### src/rtl/cpu_pkg.sv
// Shared constants and the fetch state encoding for the instruction fetch path.
package cpu_pkg;
    localparam int CPU_ADDR_W = 4;
    localparam int CPU_DATA_W = 8;
    localparam int OPC_W      = 4;
    localparam int OPC_MSB    = CPU_DATA_W - 1;
    localparam int OPC_LSB    = CPU_DATA_W - OPC_W;

    localparam logic [OPC_W-1:0] CPU_HLT_OPC = 4'h0;

    typedef enum logic [1:0] {
        FETCH  = 2'd0,
        DRAIN  = 2'd1,
        HALTED = 2'd2
    } fetch_state_t;
endpackage

### src/rtl/fetch_buf.sv
// Small synchronous FIFO holding {instruction, pc} entries; flush empties it in one cycle.
// The head is read combinationally so decode sees a new entry the cycle after it is written.
module fetch_buf #(
    parameter int DEPTH = 2,
    parameter int W     = 12
) (
    input  logic                       clk,
    input  logic                       rst_n,
    input  logic                       i_push,
    input  logic                       i_pop,
    input  logic                       i_flush,
    input  logic [W-1:0]               i_wdata,
    output logic [$clog2(DEPTH+1)-1:0] o_count,
    output logic                       o_full,
    output logic                       o_empty,
    output logic [W-1:0]               o_head
);
    localparam int CNT_W = $clog2(DEPTH + 1);
    localparam int PTR_W = (DEPTH > 1) ? $clog2(DEPTH) : 1;

    logic [W-1:0]     r_mem [DEPTH];
    logic [PTR_W-1:0] r_wr_ptr;
    logic [PTR_W-1:0] r_rd_ptr;
    logic [CNT_W-1:0] r_count;

    logic w_do_pop;
    logic w_do_push;

    assign o_empty   = (r_count == '0);
    assign o_full    = (r_count == CNT_W'(DEPTH));
    assign o_count   = r_count;
    assign w_do_pop  = i_pop && !o_empty;
    // A full buffer may still accept a write when its head leaves in the same cycle.
    assign w_do_push = i_push && (!o_full || w_do_pop);
    assign o_head    = o_empty ? '0 : r_mem[r_rd_ptr];

    always_ff @(posedge clk) begin
        if (!rst_n || i_flush) begin
            r_wr_ptr <= '0;
            r_rd_ptr <= '0;
            r_count  <= '0;
        end else begin
            if (w_do_push) begin
                r_wr_ptr <= (r_wr_ptr == PTR_W'(DEPTH - 1)) ? '0 : r_wr_ptr + PTR_W'(1);
            end
            if (w_do_pop) begin
                r_rd_ptr <= (r_rd_ptr == PTR_W'(DEPTH - 1)) ? '0 : r_rd_ptr + PTR_W'(1);
            end
            case ({w_do_push, w_do_pop})
                2'b10:   r_count <= r_count + CNT_W'(1);
                2'b01:   r_count <= r_count - CNT_W'(1);
                default: r_count <= r_count;
            endcase
        end
    end

    always_ff @(posedge clk) begin
        if (rst_n && !i_flush && w_do_push) begin
            r_mem[r_wr_ptr] <= i_wdata;
        end
    end
endmodule

### src/rtl/instr_fetch_unit.sv
// Instruction fetch front end: drives imem_addr, buffers returned bytes with their PC,
// handles redirects and stops at HLT. FETCH_PERF_EN adds the retire_count output.
module instr_fetch_unit
    import cpu_pkg::*;
#(
    parameter int               ADDR_W    = CPU_ADDR_W,
    parameter int               DATA_W    = CPU_DATA_W,
    parameter int               BUF_DEPTH = 2,
    parameter logic [OPC_W-1:0] HLT_OPC   = CPU_HLT_OPC
) (
    input  logic                           clk,
    input  logic                           rst_n,
    input  logic                           run,
    output logic [ADDR_W-1:0]              imem_addr,
    input  logic [DATA_W-1:0]              imem_data,
    input  logic                           redir_valid,
    input  logic [ADDR_W-1:0]              redir_addr,
    output logic                           instr_valid,
    input  logic                           instr_ready,
    output logic [DATA_W-1:0]              instr_data,
    output logic [ADDR_W-1:0]              instr_pc,
    output logic [$clog2(BUF_DEPTH+1)-1:0] buf_count,
    output logic                           halted
`ifdef FETCH_PERF_EN
    ,
    output logic [7:0]                     retire_count
`endif
);
    localparam int CNT_W = $clog2(BUF_DEPTH + 1);
    localparam int ENT_W = DATA_W + ADDR_W;

    fetch_state_t      r_state;
    logic [ADDR_W-1:0] r_fetch_pc;
    logic              r_halted;

    logic [ENT_W-1:0]  w_head;
    logic [CNT_W-1:0]  w_count;
    logic              w_full;
    logic              w_empty;
    logic              w_pop;
    logic              w_push;
    logic              w_push_hlt;
    logic              w_head_hlt;

    assign imem_addr   = r_fetch_pc;
    assign instr_valid = !w_empty;
    assign instr_data  = w_head[ENT_W-1:ADDR_W];
    assign instr_pc    = w_head[ADDR_W-1:0];
    assign buf_count   = w_count;
    assign halted      = r_halted;

    assign w_pop      = instr_valid && instr_ready;
    // Redirect wins over fetch: the byte on imem_data belongs to the abandoned path.
    assign w_push     = (r_state == FETCH) && run && !redir_valid && (!w_full || w_pop);
    assign w_push_hlt = (imem_data[DATA_W-1 -: OPC_W] == HLT_OPC);
    assign w_head_hlt = (instr_data[DATA_W-1 -: OPC_W] == HLT_OPC);

    fetch_buf #(
        .DEPTH (BUF_DEPTH),
        .W     (ENT_W)
    ) u_fetch_buf (
        .clk     (clk),
        .rst_n   (rst_n),
        .i_push  (w_push),
        .i_pop   (w_pop),
        .i_flush (redir_valid),
        .i_wdata ({imem_data, r_fetch_pc}),
        .o_count (w_count),
        .o_full  (w_full),
        .o_empty (w_empty),
        .o_head  (w_head)
    );

    always_ff @(posedge clk) begin
        if (!rst_n) begin
            r_state    <= FETCH;
            r_fetch_pc <= '0;
            r_halted   <= 1'b0;
        end else if (redir_valid) begin
            r_state    <= FETCH;
            r_fetch_pc <= redir_addr;
            r_halted   <= 1'b0;
        end else begin
            case (r_state)
                FETCH: begin
                    // fetch_pc parks on the HLT address once it has been captured.
                    if (w_push) begin
                        if (w_push_hlt) begin
                            r_state <= DRAIN;
                        end else begin
                            r_fetch_pc <= r_fetch_pc + ADDR_W'(1);
                        end
                    end
                end
                DRAIN: begin
                    if (w_pop && w_head_hlt) begin
                        r_state  <= HALTED;
                        r_halted <= 1'b1;
                    end
                end
                default: begin
                    r_state <= r_state;
                end
            endcase
        end
    end

`ifdef FETCH_PERF_EN
    logic [7:0] r_retire;

    always_ff @(posedge clk) begin
        if (!rst_n) begin
            r_retire <= 8'd0;
        end else if (w_pop) begin
            r_retire <= r_retire + 8'd1;
        end
    end

    assign retire_count = r_retire;
`endif
endmodule

### config.mk
export PLATFORM = sky130hd
export DESIGN_NAME = instr_fetch_unit
export DESIGN_NICKNAME = d
export VERILOG_FILES = /design/src/rtl/cpu_pkg.sv /design/src/rtl/fetch_buf.sv /design/src/rtl/instr_fetch_unit.sv
export SDC_FILE = /design/constraint.sdc
export NUM_CORES = 1
export LEC_CHECK = 0
export ABC_AREA = 1
export BUFFER_PORTS_ARGS = -buffer_cell sky130_fd_sc_hd__buf_4
export CORE_ASPECT_RATIO = 0.5
export CORE_MARGIN = 1
export CORE_UTILIZATION = 45
export CTS_BUF_LIST = sky130_fd_sc_hd__clkbuf_16
export DETAILED_ROUTE_END_ITERATION = 8
export HOLD_SLACK_MARGIN = 0.15
export PLACE_DENSITY_LB_ADDON = 0.05
export SETUP_SLACK_MARGIN = 0.2
export SYNTH_ARGS = -nofsm -noshare
export SYNTH_HDL_FRONTEND = slang
export SYNTH_SLANG_ARGS = --single-unit
### constraint.sdc
create_clock -name clk -period 2.4 [get_ports clk]
set_clock_uncertainty 0.1 [all_clocks]
set_input_delay 0.24 -clock clk [delete_from_list [all_inputs] [get_ports clk]]
set_output_delay 0.24 -clock clk [all_outputs]
set_load 0.005 [all_outputs]
==> load_flow_metrics.sql, run 1 <==
INSERT INTO impl_metrics (metric_group, metric, value, unit) VALUES
('global_routing', 'vias_in_the_first_global_route', '1126', ''),
('floorplan', 'die_y', '44.3', 'µm'),
('sta', 'setup_tns', '0', 'ns'),
('global_routing', 'global_route.peak_usage_layer', 'met2', ''),
('sta', 'period_minus_slack', '1.78', 'ns'),
('final_layout', 'multi_input_area', '546', 'µm²'),
('sta', 'final_hold_viol_count', '0', ''),
('clock_tree', 'cts_buffers', '5', ''),
('final_layout', 'fillCellCount', '261', ''),
('synth', 'ys.warnings.count', '0', ''),
('placed_design', 'place_congestion', '0.860', ''),
('critical_path', 'setup.worst_path.end_class', 'register', ''),
('status', 'outcome', 'finished clean', ''),
('final_layout', 'layout-area-overhead-vs-synth', '33.9', '%'),
('synth', 'synthesis.instances', '166', ''),
('critical_path', 'crit_path_max_fanout', '5', ''),
('synth', 'synth.lib_cells_used.distinct', '21', ''),
('global_routing', 'antenna_found_initial', '0', ''),
('critical_path', 'timing.critical_path.required', '2.46', 'ns'),
('final_layout', 'drive_above_1_share', '27.9', '%'),
('sta', 'unrepaired_setup_endpoints_after_global_routing', 'no', ''),
('final_layout', 'most-common-layout-cells', 'sky130_fd_sc_hd__nand2_1 (43), sky130_fd_sc_hd__buf_4 (39), sky130_fd_sc_hd__edfxtp_1 (24), sky130_fd_sc_hd__inv_1 (21), sky130_fd_sc_hd__a21oi_1 (18)', ''),
('placed_design', 'place.detailed.hpwl', '2250', 'µm'),
('job', 'maxCapViolCount', '0', ''),
('final_layout', 'num-nets-final', '237', ''),
('floorplan', 'dieArea', '3840', 'µm²'),
('final_layout', 'antenna-diode-count', '0', ''),
('sta', 'hold_slack_final', '0.174', 'ns'),
('power_and_ir_drop', 'p_leak', '0.975', 'nW'),
('synth', 'post_synth.cell_area_avg', '9.71', 'µm²'),
('synth', 'library_cell_with_the_largest_summed_area_after_synthesis', 'sky130_fd_sc_hd__edfxtp_1', ''),
('critical_path', 'critical_path_at', '1.84', 'ns'),
('routing', 'routed_wire_length_per_instance', '12.1', 'µm'),
('global_routing', 'groute.layer.met1.usage', '26.4', '%'),
('critical_path', 'worst_setup_path_start_kind', 'register', ''),
('routing', 'detail_route.vias_per_cell', '4.76', ''),
('synth', 'synth_top_area_share', '44.7', '%'),
('routing', 'wl', '3240', 'µm'),
('synth', 'mappedNetlistNets', '185', ''),
('sta', 'max_freq', '561', 'MHz'),
('clock_tree', 'clk-insertion-delay-late', '0.27', 'ns'),
('routing', 'drtPass1Iterations', '5', ''),
('floorplan', 'fp-row-count', '14', ''),
('global_routing', 'maximum_number_of_pins_on_one_net_before_global_route_repair', '14', ''),
('synth', 'synthesis_stage_register_bit_count', '36', ''),
('sta', 'max_slew.worst_pin.slew', '0.354', 'ns'),
('routing', 'drcViolationCount', '0', ''),
('worst_hold_path', 'hold_path.class', 'in2reg', ''),
('final_layout', 'final-seq-area', '961', 'µm²'),
('final_layout', 'final_common_cell', 'sky130_fd_sc_hd__nand2_1', ''),
('sta', 'maxSlewHeadroom', '76.3', '%'),
('global_routing', 'global_route_usage_over_all_layers', '19.3', '%'),
('sta', 'setup_viol', '0', ''),
('synth', 'largest_cells_by_area_after_synthesis', 'sky130_fd_sc_hd__edfxtp_1 (45%), sky130_fd_sc_hd__dfxtp_1 (15%), sky130_fd_sc_hd__nand2_1 (10%), sky130_fd_sc_hd__a21oi_1 (5.6%), sky130_fd_sc_hd__inv_1 (4.4%)', ''),
('clock_tree', 'post_cts.resized_instances', '0', ''),
('floorplan', 'start_util', '50.3', '%'),
('global_routing', 'grt.overflow.total', '0', ''),
('synth', 'synth-seq-area-share', '59.6', '%'),
('synth', 'synth_area', '1610', 'µm²'),
('routing', 'vias', '1271', ''),
('critical_path', 'path_class', 'reg2reg', ''),
('floorplan', 'ioPinCount', '37', ''),
('placed_design', 'buffer_ports.inserted', '36', ''),
('floorplan', 'die_x', '86.6', 'µm'),
('clock_tree', 'cts_htree_levels', '2', ''),
('power_and_ir_drop', 'power.density', '650', 'nW/µm²'),
('clock_tree', 'ctsRootBufferMaster', 'sky130_fd_sc_hd__clkbuf_16', ''),
('global_routing', 'met2_usage', '29.2', '%'),
('routing', 'drt_iter0_drcs', '79', ''),
('sta', 'final.period_utilization', '74.3', '%'),
('clock_tree', 'cts_num_sinks', '36', '');
## metal layers
| metal | wire length [µm] | part of all wire [%] |
|---|---|---|
| met1 | 1570 | 49 |
| met2 | 1420 | 44 |
| met3 | 194 | 6.0 |
| met4 | 55 | 1.7 |
| met5 | 0 | 0 |
## synthesized netlist by cell type (all sizes together)
library cell  number
nand2             46
edfxtp            24
inv               21
a21oi             18
nand3             16
nor2              13
dfxtp             12
o21ai              7
buf                2
ha                 2
nor3               2
clkinv             1
nand4              1
or2                1
## critical path, stage by stage (launching register included)
cell and delay (ns):
sky130_fd_sc_hd__dfxtp_1 0.45, sky130_fd_sc_hd__inv_2 0.10, sky130_fd_sc_hd__nand3_2 0.11, sky130_fd_sc_hd__nand3_1 0.13, sky130_fd_sc_hd__ha_1 0.35, sky130_fd_sc_hd__a21oi_1 0.11, sky130_fd_sc_hd__o21ai_0 0.11, sky130_fd_sc_hd__o21ai_0 0.16
sky130_fd_sc_hd__a21oi_1 0.05
## where the power goes
group          leakage [nW]  total, mW  internal [mW]  switching [mW]
sequential            0.320      0.693          0.679          0.0145
combinational         0.582      0.125         0.0625          0.0625
clock                0.0738      0.586          0.372           0.214
## cell type report
cell class / count / area share, %
multi-input cells: 106 / 25.3
repair buffers: 47 / 17.3
clock buffers: 5 / 5.80
well taps: 48 / 2.78
clock inverters: 3 / 0.522
inverters: 22 / 3.83
flip-flops and latches: 36 / 44.5
## kinds of logic (layout without fill, tap and decap cells)
family          after synthesis  after routing  synth area share [%]
compound gates               25             25                  7.76
buf+inv                      24             77                  6.52
flops                        36             36                  59.6
simple gates                 79             79                  24.5
fa+ha+maj                     2              2                  1.55
## through the flow
| stage | area [µm²] | utilization [%] | worst slack [ns] | std cells | power (mW) |
|---|---|---|---|---|---|
| 6_report | 2160 | 67.3 | 0.616 | 267 | 1.40 |
| 5_1_grt | 2160 | 67.3 | 0.413 | 267 | 1.47 |
| 4_1_cts | 2160 | 67.3 | 0.618 | 267 | 1.42 |
| 3_5_place_dp | 1940 | 60.6 | 0.628 | 251 | 0.820 |
| 3_3_place_gp | 1940 | 60.6 | 0.677 | 251 | 0.818 |
| 2_1_floorplan | 1610 | - | 0.346 | 166 | 0.760 |
## worst paths after layout
path,start,endpoint,slack [ns],depth (start not counted)
max reg2reg,u_fetch_buf.o_count[0]$_SDFFE_PP0P_,u_fetch_buf.o_count[1]$_SDFFE_PP0P_,0.62,8
max,u_fetch_buf.o_count[0]$_SDFFE_PP0P_,u_fetch_buf.o_count[1]$_SDFFE_PP0P_,0.62,8
min reg2reg,u_fetch_buf.r_rd_ptr$_SDFFE_PP0P_,register,0.35,1
min,rst_n,imem_addr[3]$_SDFFE_PN0P_,0.17,3
## registers in the layout (all words and copies together) (netlist names), named ones only
register              flops
u_fetch_buf.r_mem        24
imem_addr                 4
r_state                   2
u_fetch_buf.o_count       2
halted                    1
u_fetch_buf.r_rd_ptr      1
u_fetch_buf.r_wr_ptr      1
Note: power is estimated with default switching activity, not from simulation.
==> run 2, diff against run 1 <==
--- a/config.mk
+++ b/config.mk
@@ -5,7 +5,7 @@
 export SDC_FILE = /design/constraint.sdc
 export NUM_CORES = 1
 export LEC_CHECK = 0
-export ABC_AREA = 1
+export ABC_AREA = 0
 export BUFFER_PORTS_ARGS = -buffer_cell sky130_fd_sc_hd__buf_4
 export CORE_ASPECT_RATIO = 0.5
 export CORE_MARGIN = 1
==> constraint.sdc (replaced) <==
create_clock -name clk -period 1.7 [get_ports clk]
set_clock_uncertainty 0.1 [all_clocks]
set_input_delay 0.17 -clock clk [delete_from_list [all_inputs] [get_ports clk]]
set_output_delay 0.17 -clock clk [all_outputs]
set_load 0.005 [all_outputs]
==> run 2 against run 1 <==
Effect of this change:
- the flow now finishes with violations (negative setup slack)
- first-iteration DRC count grew 23%
- die area down 7.1%
- total power grew 57%
- global-route usage rose by 0.95 points
- clock-buffer cell count unchanged
- register-to-register slack worse by 0.70 ns
- critical path depth shrank 1
- synthesized cell count is 30% lower
- critical path type unchanged
- critical endpoint unchanged
==> load_flow_metrics.sql, run 2 <==
INSERT INTO impl_metrics (metric_group, metric, value, unit) VALUES
('status', 'outcome', 'complete, but fails checks', ''),
('status', 'violated_checks', 'negative setup slack', ''),
('power_and_ir_drop', 'seq_power_share', '44.3', '%'),
('final_layout', 'final_area', '2370', 'µm²'),
('synth', 'synth.cells.most_frequent', 'sky130_fd_sc_hd__edfxtp_1 (24), sky130_fd_sc_hd__nor2_1 (19), sky130_fd_sc_hd__mux2i_1 (13)', ''),
('global_routing', 'vias_in_the_first_global_route', '1076', ''),
('power_and_ir_drop', 'clkPwrFrac', '45.7', '%'),
('placed_design', 'place.detailed.hpwl', '2050', 'µm'),
('synth', 'synthesis.instances', '117', ''),
('job', 'maxCapViolCount', '0', ''),
('power_and_ir_drop', 'total_switching_power', '0.435', 'mW'),
('routing', 'drtPass1Iterations', '4', ''),
('critical_path', 'worstPathBufferInverterCount', '0', ''),
('final_layout', 'layout-area-overhead-vs-synth', '58.9', '%'),
('synth', 'synth-seq-area-share', '64.3', '%'),
('global_routing', 'antenna_found_initial', '0', ''),
('routing', 'routed_wire_length_per_instance', '14.1', 'µm'),
('synth', 'synth_flop_cell', 'sky130_fd_sc_hd__edfxtp_1', ''),
('power_and_ir_drop', 'power.ir.vdd_worst', '734', 'µV'),
('synth', 'library_cell_with_the_largest_summed_area_after_synthesis', 'sky130_fd_sc_hd__edfxtp_1', ''),
('final_layout', 'num-nets-final', '209', ''),
('global_routing', 'global_route_usage_over_all_layers', '20.2', '%'),
('floorplan', 'ioPinCount', '37', ''),
('critical_path', 'timing.critical_path.required', '1.81', 'ns'),
('final_layout', 'regMostFlops', 'u_fetch_buf.r_mem', ''),
('global_routing', 'maximum_number_of_pins_on_one_net_before_global_route_repair', '13', ''),
('power_and_ir_drop', 'switching_share', '19.7', '%'),
('routing', 'drcViolationCount', '0', ''),
('final_layout', 'largest_register_ff_count', '24', ''),
('synth', 'mappedNetlistNets', '136', ''),
('critical_path', 'cp_slowest_stage_delay', '0.41', 'ns'),
('sta', 'final_hold_viol_count', '0', ''),
('synth', 'synth_area', '1490', 'µm²'),
('clock_tree', 'cts_htree_levels', '2', ''),
('critical_path', 'cp_cell_sequence', 'or3b_4, nor2_4, nand2_2, ha_4, xnor2_2, or3_1, a21oi_1', ''),
('critical_path', 'crit_path_max_fanout', '2', ''),
('floorplan', 'dieArea', '3570', 'µm²'),
('floorplan', 'start_util', '48.5', '%'),
('floorplan', 'die_y', '42.7', 'µm'),
('critical_path', 'critical_path.top_delay_family', 'simple AND/OR/NAND/NOR gates', ''),
('sta', 'worst_setup_slack_final', '-0.0823', 'ns'),
('sta', 'period_minus_slack', '1.78', 'ns'),
('routing', 'vias', '1133', ''),
('power_and_ir_drop', 'p_leak', '0.941', 'nW'),
('global_routing', 'global_route_wire_length_before_repair', '5270', 'µm'),
('final_layout', 'final_common_cell', 'sky130_fd_sc_hd__buf_4', ''),
('synth', 'ys.warnings.count', '0', ''),
('routing', 'wl', '3270', 'µm'),
('clock_tree', 'cts_buffers', '5', ''),
('synth', 'synthesis_stage_register_bit_count', '36', ''),
('placed_design', 'place_congestion', '0.735', ''),
('sta', 'final.period_utilization', '105', '%'),
('clock_tree', 'clk-insertion-delay-late', '0.28', 'ns'),
('sta', 'unrepaired_setup_endpoints_after_global_routing', 'yes', ''),
('sta', 'max_slew.worst_pin.slew', '0.321', 'ns'),
('power_and_ir_drop', 'internal_power', '1.77', 'mW'),
('sta', 'max_freq', '561', 'MHz'),
('power_and_ir_drop', 'power.combinational.fraction', '10.0', '%'),
('sta', 'final_max_slew_viol_count', '0', ''),
('critical_path', 'setup.worst_path.end_class', 'register', ''),
('routing', 'route.antenna.remaining_nets', '0', ''),
('clock_tree', 'clock_transition_at_the_registers_of_the_reported_paths', '0.06', 'ns'),
('clock_tree', 'cts_num_sinks', '36', ''),
('worst_hold_path', 'hold_path.class', 'in2reg', ''),
('placed_design', 'buffer_ports.inserted', '36', ''),
('critical_path', 'worst_setup_path_start_kind', 'register', ''),
('power_and_ir_drop', 'power.density', '929', 'nW/µm²'),
('final_layout', 'antenna-diode-count', '0', ''),
('critical_path', 'slowest_library_cell_on_the_worst_path', 'sky130_fd_sc_hd__or3b_4', ''),
('synth', 'synth-edff-count', '24', ''),
('sta', 'maxSlewHeadroom', '78.4', '%'),
('synth', 'synthMostInstantiatedCell', 'sky130_fd_sc_hd__edfxtp_1', ''),
('synth', 'synth.lib_cells_used.distinct', '29', ''),
('clock_tree', 'maximum_count_of_clock_buffers_along_a_single_path', '2', ''),
('synth', 'synth_top_area_share', '48.2', '%'),
('routing', 'drt_iter0_drcs', '97', ''),
('critical_path', 'path_class', 'reg2reg', ''),
('synth', 'largest_cells_by_area_after_synthesis', 'sky130_fd_sc_hd__edfxtp_1 (48%), sky130_fd_sc_hd__dfxtp_1 (16%), sky130_fd_sc_hd__mux2i_1 (8.7%), sky130_fd_sc_hd__nor2_1 (4.8%), sky130_fd_sc_hd__xnor2_1 (2.3%)', ''),
('placed_design', 'placement.cell_area', '1990', 'µm²'),
('final_layout', 'most-common-layout-cells', 'sky130_fd_sc_hd__buf_4 (49), sky130_fd_sc_hd__edfxtp_1 (24), sky130_fd_sc_hd__nor2_1 (17), sky130_fd_sc_hd__dlygate4sd3_1 (14), sky130_fd_sc_hd__mux2i_1 (12)', ''),
('sta', 'setup_viol', '22', ''),
('critical_path', 'critical_path_at', '1.89', 'ns'),
('floorplan', 'fp-row-count', '14', ''),
('floorplan', 'fp.coreArea', '3080', 'µm²'),
('floorplan', 'die_x', '83.5', 'µm'),
('final_layout', 'drive_above_1_share', '41.9', '%'),
('final_layout', 'utilization', '77.0', '%'),
('clock_tree', 'tritoncts', 'done', ''),
('global_routing', 'grt.overflow.total', '0', ''),
('synth', 'synthArstFlopShare', '0', '%'),
('synth', 'post_synth.cell_area_avg', '12.8', 'µm²'),
('routing', 'detail_route.vias_per_cell', '4.90', ''),
('clock_tree', 'ctsRootBufferMaster', 'sky130_fd_sc_hd__clkbuf_16', '');
-- run 2: metrics by stage --
step	worst slack, ns	power, mW	TNS (ns)	hold slack [ns]	cells
after global placement	-0.0410	1.17	-0.0410	0.263	207
after global routing	-0.151	2.29	-1.94	0.214	231
final	-0.0823	2.21	-0.368	0.161	231
after CTS	-0.0816	2.21	-0.185	0.161	229
after detailed placement	-0.0620	1.18	-0.0620	0.263	207
after floorplan	-0.113	1.07	-0.729	0.169	117
-- run 2: power by group through the flow --
stage          sequential (mW)  combinational, mW  clock [mW]
2_1_floorplan            0.993             0.0794           0
3_5_place_dp             0.995              0.182           0
6_report                 0.977              0.221        1.01
4_1_cts                  0.978              0.209        1.03
3_3_place_gp             0.995              0.179           0
5_1_grt                  0.980              0.241        1.07
-- run 2: worst min-delay path: stages --
cell                       delay [ns]
sky130_fd_sc_hd__buf_4           0.10
sky130_fd_sc_hd__a211oi_1        0.04
sky130_fd_sc_hd__nor3_1          0.16
-- run 2: cell families (layout without fill, tap and decap cells) --
family / after synthesis / in the layout / share of synthesized area, %
compound gates: 14 / 14 / 5.61
xor+xnor: 5 / 5 / 2.93
fa+ha+maj: 2 / 2 / 1.67
buf+inv: 7 / 81 / 1.84
flops: 36 / 36 / 64.3
mux: 13 / 13 / 8.71
simple gates: 40 / 40 / 14.9
-- run 2: final timing paths --
kind                                start                                  end  slack [ns]  depth (start not counted)
setup / recovery  r_state[0]$_SDFFE_PP0P_  u_fetch_buf.o_count[1]$_SDFFE_PP0P_       -0.08                          7
setup reg to reg  r_state[0]$_SDFFE_PP0P_  u_fetch_buf.o_count[1]$_SDFFE_PP0P_       -0.08                          7
hold / removal                redir_valid            imem_addr[3]$_SDFFE_PN0P_        0.16                          3
hold reg to reg       halted$_SDFFE_PP0P_                  halted$_SDFFE_PP0P_        0.37                          1
-- run 2: cell type report --
cell class | count | area [µm²]
sequential | 36 | 965
fill | 220 | 709
timing repair buffer | 70 | 609
multi-input combinational | 74 | 574
clock buffer | 5 | 125
tap | 40 | 50.0
clock inverter | 3 | 38.8
inverter | 3 | 11.3
-- run 2: repair_timing --
| item | in CTS | in global routing |
|---|---|---|
| endpoints found under the setup margin | 40 | 45 |
| hold endpoints to repair | 22 | 0 |
| cloned | 0 | 1 |
| hold buffers | 14 | 0 |
| pin swaps | 3 | 3 |
| resized for setup | 4 | 10 |
| buffers inserted | 0 | 1 |
-- run 2: metal layers --
layer	routed length (µm)	global-route usage, %
met3	157	7.00
met1	1570	26.1
met2	1540	32.6
met5	0	0
met4	0	6.44
